**config.mk**
```make
export PLATFORM = sky130hd
export DESIGN_NAME = mem_arbiter
export DESIGN_NICKNAME = d
export VERILOG_FILES = /design/src/rtl/cpu32_mem_pkg.sv /design/src/rtl/mem_arbiter_rr_arb2.sv /design/src/rtl/mem_arbiter.sv
export SDC_FILE = /design/constraint.sdc
export NUM_CORES = 1
export LEC_CHECK = 0
export BUFFER_PORTS_ARGS = -buffer_cell sky130_fd_sc_hd__buf_2
export CAP_MARGIN = 20
export CORE_ASPECT_RATIO = 0.6
export CORE_MARGIN = 2
export CORE_UTILIZATION = 48
export DETAILED_ROUTE_END_ITERATION = 10
export PLACE_DENSITY_LB_ADDON = 0.12
export SLEW_MARGIN = 20
export SYNTH_ARGS = -nofsm -noshare
export SYNTH_HDL_FRONTEND = slang
export SYNTH_SLANG_ARGS = --single-unit
```
**constraint.sdc**
```tcl
create_clock -name clk -period 2.7 [get_ports clk]
set_clock_uncertainty 0.2 [all_clocks]
set_input_delay 0.405 -clock clk [delete_from_list [all_inputs] [get_ports clk]]
set_output_delay 0.405 -clock clk [all_outputs]
set_load 0.01 [all_outputs]
```
**src/rtl/cpu32_mem_pkg.sv**
```systemverilog
// Shared types and constants for the CPU32 memory arbiter slice.
package cpu32_mem_pkg;

    localparam int DEF_AW = 32;
    localparam int DEF_DW = 32;

    localparam logic M_IFETCH = 1'b0;
    localparam logic M_DATA   = 1'b1;

    typedef enum logic [2:0] {
        IDLE,
        WAIT_BUSY,
        WAIT_DONE,
        RESP,
        DRAIN
    } arb_state_t;

endpackage

```
**src/rtl/mem_arbiter_rr_arb2.sv**
```systemverilog
// Two-way round-robin grant: on a tie the master that was not granted last wins.
module rr_arb2
    import cpu32_mem_pkg::*;
(
    input  logic       clk,
    input  logic       rst_n,
    input  logic [1:0] i_req,
    input  logic       i_update,
    output logic       o_valid,
    output logic       o_gnt
);

    logic r_rr_last;

    always_comb begin
        o_valid = |i_req;
        if (&i_req) begin
            o_gnt = ~r_rr_last;
        end else begin
            o_gnt = i_req[M_DATA];
        end
    end

    // Reset to M_DATA so that the instruction-fetch port wins the first tie.
    always_ff @(posedge clk or negedge rst_n) begin
        if (!rst_n) begin
            r_rr_last <= M_DATA;
        end else if (i_update) begin
            r_rr_last <= o_gnt;
        end
    end

endmodule

```
**src/rtl/mem_arbiter.sv**
```systemverilog
// Shares one ram port between instruction fetch (m0) and load/store (m1), one
// transaction at a time, converting the ram ready handshake to req/ack/err.
//
// state     | meaning
// IDLE      | no transaction; arbitrate pending requests
// WAIT_BUSY | strobe held, waiting for the selected ready to drop
// WAIT_DONE | strobe held, waiting for the selected ready to return
// RESP      | one-cycle ack/err to the granted master
// DRAIN     | after timeout, wait until both readys are high again
module mem_arbiter
    import cpu32_mem_pkg::*;
#(
    parameter int AW      = DEF_AW,
    parameter int DW      = DEF_DW,
    parameter int TIMEOUT = 255
) (
    input  logic          clk,
    input  logic          rst_n,
    input  logic          m0_req,
    input  logic          m0_we,
    input  logic [AW-1:0] m0_addr,
    input  logic [DW-1:0] m0_wdata,
    output logic [DW-1:0] m0_rdata,
    output logic          m0_ack,
    output logic          m0_err,
    input  logic          m1_req,
    input  logic          m1_we,
    input  logic [AW-1:0] m1_addr,
    input  logic [DW-1:0] m1_wdata,
    output logic [DW-1:0] m1_rdata,
    output logic          m1_ack,
    output logic          m1_err,
    output logic [AW-1:0] mem_r_addr,
    output logic [AW-1:0] mem_w_addr,
    output logic [DW-1:0] mem_w_line,
    input  logic [DW-1:0] mem_r_line,
    output logic          mem_read,
    output logic          mem_write,
    input  logic          mem_rrdy,
    input  logic          mem_wrdy,
    input  logic          mem_exc
);

    localparam int            CW       = $clog2(TIMEOUT + 1);
    localparam logic [CW-1:0] TMO_LAST = CW'(TIMEOUT - 1);

    arb_state_t    r_state, w_state_nxt;
    logic          r_we, r_gnt;
    logic [CW-1:0] r_cnt;
    logic          r_m0_ack, r_m0_err, r_m1_ack, r_m1_err;
    logic          r_mem_read, r_mem_write;
    logic [AW-1:0] r_mem_r_addr, r_mem_w_addr;
    logic [DW-1:0] r_mem_w_line, r_m0_rdata, r_m1_rdata;

    logic          w_arb_valid, w_arb_gnt, w_grant, w_ack, w_err, w_rdy, w_tmo;
    logic          w_sel_we;
    logic [AW-1:0] w_sel_addr;
    logic [DW-1:0] w_sel_wdata;

    rr_arb2 u_rr (
        .clk      (clk),
        .rst_n    (rst_n),
        .i_req    ({m1_req, m0_req}),
        .i_update (w_grant),
        .o_valid  (w_arb_valid),
        .o_gnt    (w_arb_gnt)
    );

    assign w_sel_we    = (w_arb_gnt == M_DATA) ? m1_we    : m0_we;
    assign w_sel_addr  = (w_arb_gnt == M_DATA) ? m1_addr  : m0_addr;
    assign w_sel_wdata = (w_arb_gnt == M_DATA) ? m1_wdata : m0_wdata;
    assign w_rdy       = r_we ? mem_wrdy : mem_rrdy;
    // >= so a ready drop on the last busy cycle still times out in WAIT_DONE.
    assign w_tmo       = (r_cnt >= TMO_LAST);

    always_comb begin
        w_state_nxt = r_state;
        w_grant     = 1'b0;
        w_ack       = 1'b0;
        w_err       = 1'b0;
        case (r_state)
            IDLE: begin
                if (w_arb_valid) begin
                    w_grant     = 1'b1;
                    w_state_nxt = WAIT_BUSY;
                end
            end
            WAIT_BUSY: begin
                if (mem_exc) begin
                    w_err       = 1'b1;
                    w_state_nxt = RESP;
                end else if (!w_rdy) begin
                    w_state_nxt = WAIT_DONE;
                end else if (w_tmo) begin
                    w_err       = 1'b1;
                    w_state_nxt = DRAIN;
                end
            end
            WAIT_DONE: begin
                if (mem_exc) begin
                    w_err       = 1'b1;
                    w_state_nxt = RESP;
                end else if (w_rdy) begin
                    w_ack       = 1'b1;
                    w_state_nxt = RESP;
                end else if (w_tmo) begin
                    w_err       = 1'b1;
                    w_state_nxt = DRAIN;
                end
            end
            RESP: begin
                w_state_nxt = IDLE;
            end
            DRAIN: begin
                if (mem_rrdy && mem_wrdy) begin
                    w_state_nxt = IDLE;
                end
            end
            default: begin
                w_state_nxt = IDLE;
            end
        endcase
    end

    always_ff @(posedge clk or negedge rst_n) begin
        if (!rst_n) begin
            r_state  <= IDLE;
            r_cnt    <= '0;
            r_m0_ack <= 1'b0;
            r_m0_err <= 1'b0;
            r_m1_ack <= 1'b0;
            r_m1_err <= 1'b0;
        end else begin
            r_state  <= w_state_nxt;
            r_m0_ack <= w_ack && (r_gnt == M_IFETCH);
            r_m0_err <= w_err && (r_gnt == M_IFETCH);
            r_m1_ack <= w_ack && (r_gnt == M_DATA);
            r_m1_err <= w_err && (r_gnt == M_DATA);
            if (w_grant) begin
                r_cnt <= '0;
            end else if (r_state == WAIT_BUSY || r_state == WAIT_DONE) begin
                r_cnt <= r_cnt + CW'(1);
            end
        end
    end

    // Granted request is latched here; later changes on the master port are ignored.
    always_ff @(posedge clk or negedge rst_n) begin
        if (!rst_n) begin
            r_we         <= 1'b0;
            r_gnt        <= M_IFETCH;
            r_mem_read   <= 1'b0;
            r_mem_write  <= 1'b0;
            r_mem_r_addr <= '0;
            r_mem_w_addr <= '0;
            r_mem_w_line <= '0;
        end else if (w_grant) begin
            r_we        <= w_sel_we;
            r_gnt       <= w_arb_gnt;
            r_mem_read  <= !w_sel_we;
            r_mem_write <= w_sel_we;
            if (w_sel_we) begin
                r_mem_w_addr <= w_sel_addr;
                r_mem_w_line <= w_sel_wdata;
            end else begin
                r_mem_r_addr <= w_sel_addr;
            end
        end else if (w_ack || w_err) begin
            r_mem_read  <= 1'b0;
            r_mem_write <= 1'b0;
        end
    end

    always_ff @(posedge clk or negedge rst_n) begin
        if (!rst_n) begin
            r_m0_rdata <= '0;
            r_m1_rdata <= '0;
        end else if (w_ack && !r_we) begin
            if (r_gnt == M_DATA) begin
                r_m1_rdata <= mem_r_line;
            end else begin
                r_m0_rdata <= mem_r_line;
            end
        end
    end

    assign m0_ack     = r_m0_ack;
    assign m0_err     = r_m0_err;
    assign m1_ack     = r_m1_ack;
    assign m1_err     = r_m1_err;
    assign m0_rdata   = r_m0_rdata;
    assign m1_rdata   = r_m1_rdata;
    assign mem_read   = r_mem_read;
    assign mem_write  = r_mem_write;
    assign mem_r_addr = r_mem_r_addr;
    assign mem_w_addr = r_mem_w_addr;
    assign mem_w_line = r_mem_w_line;

endmodule

```
==> results.rst, run 1 <==
.. list-table::
   :header-rows: 1

   * - Metric
     - Value
   * - Number of nets produced by synthesis
     - 689
   * - Number of design rule violations left after detail routing
     - 0
   * - Worst slew pin tran
     - 0.685 ns
   * - Horizontal die dimension
     - 169 µm
   * - Fraction of the yosys area taken by sequential cells
     - 57.2%
   * - Critical path type
     - in2reg
   * - Post-CTS Resized
     - 0
   * - Tot Pwr
     - 11.5 mW
   * - Worst hold margin
     - 0.0220 ns
   * - NetSw
     - 4.01 mW
   * - Register-to-register path setup slack
     - 0.42 ns
   * - Internal
     - 7.52 mW
   * - Biggest area consumer among synthesized cells
     - dfrtp_1
   * - Number of antenna-violating nets in the routed design
     - 0
   * - Max-cap violations
     - 0
   * - Reg clk slew, reported paths
     - 0.07 ns
   * - Util after Layout
     - 64.7%
   * - Flops & latches, synth
     - 180
   * - List of most frequent post-synthesis cells
     - 179 x dfrtp_1, 171 x mux2_2, 36 x mux2_1
   * - Instance count along the most critical hold path
     - 2
   * - Tightest slew margin relative to the limit
     - 54.0%
   * - Count of nets after finishing
     - 1,034
   * - Wire length of the first global-routing pass
     - 29,200 µm
   * - Summed negative setup slack over all endpoints
     - 0 ns
   * - Crit path launch type
     - input pin
   * - DR vias
     - 5,508
   * - Pin count of the biggest net entering global routing
     - 73
   * - Count of endpoints failing hold in the final timing report
     - 0
   * - Endpoint class of the critical path
     - flip-flop
   * - Ant. Diodes
     - 0
   * - WL per Instance
     - 17.3 µm
   * - Warnings from Yosys
     - 0
   * - Run status
     - finished clean
   * - R2r startpoint
     - r_state[0]$_DFFE_PN0P_
   * - Post-synth ARST share
     - 100%
   * - DP Wirelength
     - 13,900 µm
   * - Final wirelength
     - 18,700 µm
   * - # rows
     - 36
   * - Number of enable-type register cells in the synthesized netlist
     - 0
   * - Maximum level of the CTS H-tree
     - 4
   * - Initial antenna violation count
     - 0
   * - Primary FF master, synth
     - dfrtp_1
   * - Floorplan die area
     - 17,500 µm²
   * - Static leakage
     - 5.22 nW
   * - CTS Buf Count
     - 17
   * - Overall overflow remaining after global route
     - 0
   * - Worst voltage drop across the vdd grid
     - 0.537 mV
   * - Switching part of the total power
     - 34.8%
   * - Clock period minus worst slack
     - 2.36 ns
   * - 1st-pass router iterations
     - 6
   * - Multi-input logic area
     - 3180 µm²
   * - Starting utilization of the core area
     - 48.9%
   * - P per Cell Area
     - 1110 nW/µm²
   * - Iteration-0 DRC count of the detailed router
     - 217
   * - Length in cells of the worst reg-to-reg path
     - 5
   * - # hold bufs at CTS
     - 7
   * - Number of top-level pins
     - 335
   * - Crit path arrival time
     - 2.47 ns
   * - Num Clock Sinks
     - 180
   * - Number of fillers in the final layout
     - 1,247
   * - Max Transition Viols Final
     - 0
   * - Placeable core region
     - 16,100 µm²
   * - Post-synthesis to final-layout area growth
     - 32.3%
   * - Worst-case hold path end point
     - m1_rdata[1]$_DFFE_PN0P_
   * - Height of the die
     - 103 µm
   * - Gate count of the mapped netlist
     - 518
   * - Layout cell share with drive strength beyond 1
     - 65.6%
   * - Maximum fanout encountered on the critical timing path
     - 33
   * - Logic gate share of total power
     - 39.3%
   * - Most used standard cell by instance count after synthesis
     - dfrtp_1
   * - Largest cells by area after synthesis
     - dfrtp_1 57%, mux2_2 24%, mux2_1 5.1%
   * - TritonCTS clock tree
     - yes
   * - Netlist area before placement
     - 7880 µm²
   * - Overall track demand over capacity in global routing
     - 21.7%
   * - Min setup slack post-route
     - 0.338 ns
   * - Number of setup buffers added after CTS
     - 0
   * - Finish-stage setup viols
     - 0
   * - Placement-stage worst setup slack
     - 0.412 ns
   * - Post-synth top area share
     - 56.8%
   * - Reg-to-Reg End
     - mem_w_addr[6]$_DFFE_PN0P_
   * - Final period utilization
     - 87.5%
   * - Type of the most critical hold path
     - in2reg
   * - Vias/cell
     - 5.08
   * - Part of the power in registers
     - 40.4%
   * - Part of the total power dissipated in the clock network
     - 20.3%
   * - Via count of the first global-routing pass
     - 5,743
   * - RSZ-0062 raised after global routing
     - false
   * - Number of input and output port buffers inserted
     - 334
   * - Sequential cell area
     - 4510 µm²
   * - Mean instance size in the synthesized netlist
     - 15.2 µm²
   * - Clock tree root driver cell
     - clkbuf_16
   * - Startpoint of the most critical hold path
     - mem_r_line[1]
   * - Endpoint required time on the critical path
     - 2.81 ns
   * - Global placement routability congestion
     - 0.764
   * - Worst-Skew Late Latency
     - 0.42 ns
   * - Cell variety after synth
     - 45
   * - FMAX
     - 423 MHz
   * - Clock Path Buffers
     - 2
==> flip-flops by register name, indices dropped and copies added (netlist names) <==
name and cells:
m0_ack 1, m0_err 1, m0_rdata 32, m1_ack 1
m1_err 1, m1_rdata 32, mem_r_addr 32, mem_read 1
mem_w_addr 32, mem_w_line 32, mem_write 1, r_cnt 8
r_gnt 1, r_state 3, r_we 1, u_rr.r_rr_last 1
==> critical path, cell delays in order <==
cell	delay, ns
dlygate4sd3_1	0.53
buf_2	0.16
a21boi_4	0.21
mux2i_1	0.43
nand2_2	0.08
buf_4	0.27
mux2_2	0.33
==> routing by layer <==
layer	global-route usage [%]	part of all wire, %	vias to the layer above
li1	-	-	2569
met1	27.6	44	2745
met2	36.1	48	174
met3	6.24	5.9	20
met4	8.09	1.4	0
met5	0	0	-
==> placed cells by master (no fill, tap or decap), drive strengths merged, types with 2 or more instances in the layout <==
cell type and count:
a21oi 5, mux2i 2, ha 2, nand4 3
xnor2 9, nor3 2, mux2 224, nor4 5
nor2 15, clkinv 6, nand2 6, nor3b 2
or3 2, o21ai 2, o21a 2, nand2b 4
dlygate4sd3 7, inv 11, nor4b 2, dfrtp 179
a211oi 2, a31oi 2, a22o 2, clkbuf 17
buf 347
==> worst max-delay path by stage <==
stage                                 from  cells past startpoint  slack [ns]                          to
floorplan           r_state[0]$_DFFE_PN0P_                      7        0.73  mem_w_line[16]$_DFFE_PN0P_
global placement                    m1_req                      6        0.44  mem_w_addr[13]$_DFFE_PN0P_
detailed placement                  m1_req                      6        0.41  mem_w_addr[11]$_DFFE_PN0P_
CTS                                 m0_req                      7        0.35   mem_r_addr[2]$_DFFE_PN0P_
global route                        m0_req                      7        0.27  mem_r_addr[17]$_DFFE_PN0P_
finish                              m0_req                      7        0.34  mem_r_addr[27]$_DFFE_PN0P_
==> through the flow <==
| step | cell area, µm² | instances |
|---|---|---|
| after floorplan | 7880 | 518 |
| after global placement | 9790 | 1046 |
| after detailed placement | 9790 | 1046 |
| after CTS | 10400 | 1085 |
| after global routing | 10400 | 1085 |
| final | 10400 | 1085 |
==> area by class of cell <==
cell class	instances	area share [%]
multi-input combinational	307	30.5
sequential	180	43.2
clock inverter	15	1.33
timing repair buffer	354	18.3
clock buffer	17	4.08
inverter	3	0.108
tap	209	2.51
==> cell families (layout without fill, tap and decap cells) <==
kind of cell               Yosys count  after routing  share of synthesized area (%)
and+or+nand+nor                     47             47                           3.60
AOI/OAI and AO/OA                   23             23                           2.08
buffers and inverters               31            389                           2.75
muxes                              226            226                           33.1
xor gates and xnor gates             9              9                           1.00
DFF                                180            180                           57.2
adders and majority gates            2              2                          0.318
==> power by group through the flow <==
| stage | sequential, mW | combinational [mW] | clock (mW) |
|---|---|---|---|
| 3_5_place_dp | 4.67 | 4.59 | 0 |
| 3_3_place_gp | 4.62 | 4.47 | 0 |
| 6_report | 4.66 | 4.53 | 2.34 |
| 4_1_cts | 4.66 | 4.61 | 2.41 |
| 2_1_floorplan | 5.19 | 2.09 | 0 |
| 5_1_grt | 4.82 | 4.91 | 2.52 |
No activity file was read; power rests on OpenSTA's default activity.
==> run 2: changes to the inputs <==
CORE_UTILIZATION = 47   (was 48)
SETUP_SLACK_MARGIN = 0.2   (was default)
SYNTH_HIERARCHICAL = 1   (was default)
==> results.rst, run 2 <==
.. list-table::
   :header-rows: 1

   * - Metric
     - Value
   * - DR vias
     - 5,759 (+4.6%)
   * - Gate count of the mapped netlist
     - 630 (+22%)
   * - Simple-gate portion of the synthesized area
     - 8.24% (+4.6 points)
   * - Xor/xnor share of the synthesized area
     - 0.585% (-0.42 points)
   * - Crit path arrival time
     - 2.40 ns (-0.07 ns)
   * - Global placement routability congestion
     - 0.826 (+8.1%)
   * - Num Clock Sinks
     - 180 (unchanged)
   * - Height of the die
     - 102 µm (-1.4%)
   * - Largest cells by area after synthesis
     - dfrtp_1 60%, mux2_2 9.5%, mux2i_1 9.0%
   * - Endpoint class of the critical path
     - flip-flop
   * - Worst-Skew Late Latency
     - 0.41 ns (about the same)
   * - Via count of the first global-routing pass
     - 5,586 (-2.7%)
   * - Wire length of the first global-routing pass
     - 29,400 µm (+0.71%)
   * - Part of the power in registers
     - 42.0% (+1.6 points)
   * - Area fraction in compound gates after synthesis
     - 8.50% (+6.4 points)
   * - Number of enable-type register cells in the synthesized netlist
     - 0 (unchanged)
   * - Run status
     - finished clean
   * - Overall track demand over capacity in global routing
     - 22.1% (+0.34 points)
   * - Vias/cell
     - 4.92 (-3.0%)
   * - Fraction of the yosys area taken by sequential cells
     - 60.2% (+3.0 points)
   * - Final wirelength
     - 18,800 µm (+0.53%)
   * - Tightest slew margin relative to the limit
     - 59.0% (+5.0 points)
   * - RSZ-0062 raised after global routing
     - false
   * - Ant. Diodes
     - 0 (unchanged)
   * - Critical path type
     - reg2reg
   * - Flops & latches, synth
     - 180 (unchanged)
   * - Most used standard cell by instance count after synthesis
     - dfrtp_1
   * - FMAX
     - 433 MHz (+2.2%)
   * - Logic gate share of total power
     - 35.0% (-4.3 points)
   * - Horizontal die dimension
     - 167 µm (-1.4%)
   * - Clock period minus worst slack
     - 2.31 ns (-0.0511 ns)
   * - Crit path launch type
     - flip-flop
   * - # rows
     - 35 (-2.8%)
   * - Number of design rule violations left after detail routing
     - 0 (unchanged)
   * - Endpoint required time on the critical path
     - 2.79 ns (-0.02 ns)
   * - Most used cells in the layout excluding fill and tap cells
     - 333 x buf_2, 179 x dfrtp_1, 101 x nand2_1
   * - Post-synth ARST share
     - 100% (unchanged)
   * - Main combinational cell family by area after synthesis
     - multiplexers
   * - Maximum level of the CTS H-tree
     - 4 (unchanged)
   * - Cell variety after synth
     - 41 (-8.9%)
   * - Pin count of the biggest net entering global routing
     - 91 (+25%)
   * - Clock Path Buffers
     - 2 (unchanged)
   * - Post-Synth Adder-Cell Area
     - 0.334% (+0.017 points)
   * - Number of antenna-violating nets in the routed design
     - 0 (unchanged)
   * - Finish-stage setup viols
     - 0 (unchanged)
   * - Primary FF master, synth
     - dfrtp_1
   * - Netlist area before placement
     - 7490 µm² (-5.0%)
   * - Max Transition Viols Final
     - 0 (unchanged)
   * - P per Cell Area
     - 1050 nW/µm² (-4.6%)
   * - Type of the most critical hold path
     - in2reg
   * - DP Wirelength
     - 14,100 µm (+1.3%)
   * - Count of endpoints failing hold in the final timing report
     - 0 (unchanged)
   * - Switching part of the total power
     - 36.2% (+1.4 points)
   * - Portion of netlist area occupied by mux cells
     - 19.2% (-14 points)
   * - Part of the total power dissipated in the clock network
     - 23.0% (+2.7 points)
   * - Mean instance size in the synthesized netlist
     - 11.9 µm² (-22%)
   * - Number of input and output port buffers inserted
     - 334 (unchanged)
   * - Initial antenna violation count
     - 0 (unchanged)
   * - TritonCTS clock tree
     - yes
   * - NetSw
     - 3.81 mW (-5.0%)
   * - Internal
     - 6.72 mW (-11%)
   * - Clock tree root driver cell
     - clkbuf_16
   * - Static leakage
     - 5.41 nW (+3.7%)
   * - Summed negative setup slack over all endpoints
     - 0 ns (unchanged)
   * - Worst slew pin tran
     - 0.610 ns (-0.0751 ns)
   * - 1st-pass router iterations
     - 4 (-2)
   * - Reg clk slew, reported paths
     - 0.07 ns (about the same)
   * - Overall overflow remaining after global route
     - 0 (unchanged)
   * - Number of nets produced by synthesis
     - 801 (+16%)
   * - Warnings from Yosys
     - 6 (+6)
   * - Count of nets after finishing
     - 1,125 (+8.8%)
   * - Min setup slack post-route
     - 0.389 ns (+0.0511 ns)
   * - Iteration-0 DRC count of the detailed router
     - 323 (+49%)
   * - Placement-stage worst setup slack
     - 0.421 ns (+0.00958 ns)
   * - Post-synth top area share
     - 59.8% (+3.0 points)
   * - Number of setup buffers added after CTS
     - 0 (unchanged)
   * - List of most frequent post-synthesis cells
     - 179 x dfrtp_1, 102 x nand2_1, 98 x o21ai_0
   * - Final period utilization
     - 85.6% (-1.9 points)
   * - Commonest non-fill, non-tap cell in the layout
     - buf_2
   * - Max-cap violations
     - 0 (unchanged)
   * - CTS Buf Count
     - 17 (unchanged)
   * - Placeable core region
     - 15,500 µm² (-4.1%)
   * - WL per Instance
     - 16.1 µm (-6.8%)
   * - Post-CTS Resized
     - 0 (unchanged)
   * - Worst voltage drop across the vdd grid
     - 0.486 mV (-9.5%)
   * - Starting utilization of the core area
     - 48.4% (-0.43 points)
   * - Biggest area consumer among synthesized cells
     - dfrtp_1
   * - Maximum fanout encountered on the critical timing path
     - 32 (-3.0%)
   * - Number of top-level pins
     - 335 (unchanged)
   * - Layout cell share with drive strength beyond 1
     - 46.4% (-19 points)
   * - Post-synthesis to final-layout area growth
     - 33.4%
   * - Floorplan die area
     - 17,000 µm² (-2.9%)
run 2: worst max-delay path, stage by stage (launching register included):
cell and delay, ns:
dfrtp_1 0.59, and2b_1 0.29, nand4b_1 0.18, or2_1 0.13, buf_4 0.39, mux2_2 0.38
run 2: timing repair:
item                                   CTS  global route
endpoints found under the hold margin   50             0
setup endpoints to repair                0             0
hold buffers                             1             0
run 2: power groups by stage:
| stage | combinational, mW | clock, mW | sequential, mW |
|---|---|---|---|
| 2_1_floorplan | 1.56 | 0 | 4.89 |
| 3_3_place_gp | 3.70 | 0 | 4.43 |
| 3_5_place_dp | 3.77 | 0 | 4.45 |
| 4_1_cts | 3.76 | 2.48 | 4.43 |
| 5_1_grt | 4.08 | 2.60 | 4.58 |
| 6_report | 3.69 | 2.42 | 4.43 |
run 2: area by class of cell:
cell class / instances / area [µm²]
multi-input cells: 405 / 2790
repair buffers: 345 / 1840
clock inverters: 13 / 133
fillers: 1290 / 5470
inverters: 5 / 18.8
well taps: 203 / 254
flip-flops and latches: 180 / 4510
clock buffers: 19 / 453
run 2: final timing paths:
| kind | from | endpoint | slack, ns | depth (start not counted) |
|---|---|---|---|---|
| setup / recovery | r_state[0]$_DFFE_PN0P_ | m1_rdata[10]$_DFFE_PN0P_ | 0.39 | 5 |
| hold / removal | mem_r_line[15] | m1_rdata[15]$_DFFE_PN0P_ | 0.03 | 2 |
| setup reg to reg | r_state[0]$_DFFE_PN0P_ | m1_rdata[10]$_DFFE_PN0P_ | 0.39 | 5 |
| hold reg to reg | mem_w_line[3]$_DFFE_PN0P_ | mem_w_line[3]$_DFFE_PN0P_ | 0.27 | 2 |
| max in group asynchronous | rst_n | u_rr/r_rr_last$_DFFE_PN1P_ | 1.30 | 3 |
| min in group asynchronous | rst_n | mem_r_addr[22]$_DFFE_PN0P_ | 0.33 | 2 |
run 2: logic make-up after synthesis:
logic type | count (synthesis)
DFF | 180
buffers and inverters | 45
xor gates and xnor gates | 5
muxes | 134
AOI/OAI and AO/OA | 119
and+or+nand+nor | 145
adders and majority gates | 2
run 2: metal layers:
metal | up-vias | share of wire, % | track usage [%]
li1 | 2833 | - | -
met2 | 175 | 48 | 36.5
met1 | 2740 | 46 | 29.9
met4 | 0 | 1.0 | 5.24
met5 | - | 0 | 0
met3 | 11 | 5.4 | 5.35
run 2: metrics by stage:
stage / cell area, µm² / hold slack [ns] / cells / total power, mW / util, %
global route: 9990 / 0.0211 / 1170 / 11.3 / 64.6
global placement: 9390 / 0.201 / 1137 / 8.13 / 60.8
detailed placement: 9390 / 0.203 / 1137 / 8.22 / 60.8
CTS: 9990 / 0.0218 / 1170 / 10.7 / 64.6
finish: 9990 / 0.0343 / 1170 / 10.5 / 64.6
floorplan: 7490 / -0.0906 / 630 / 6.45 / -
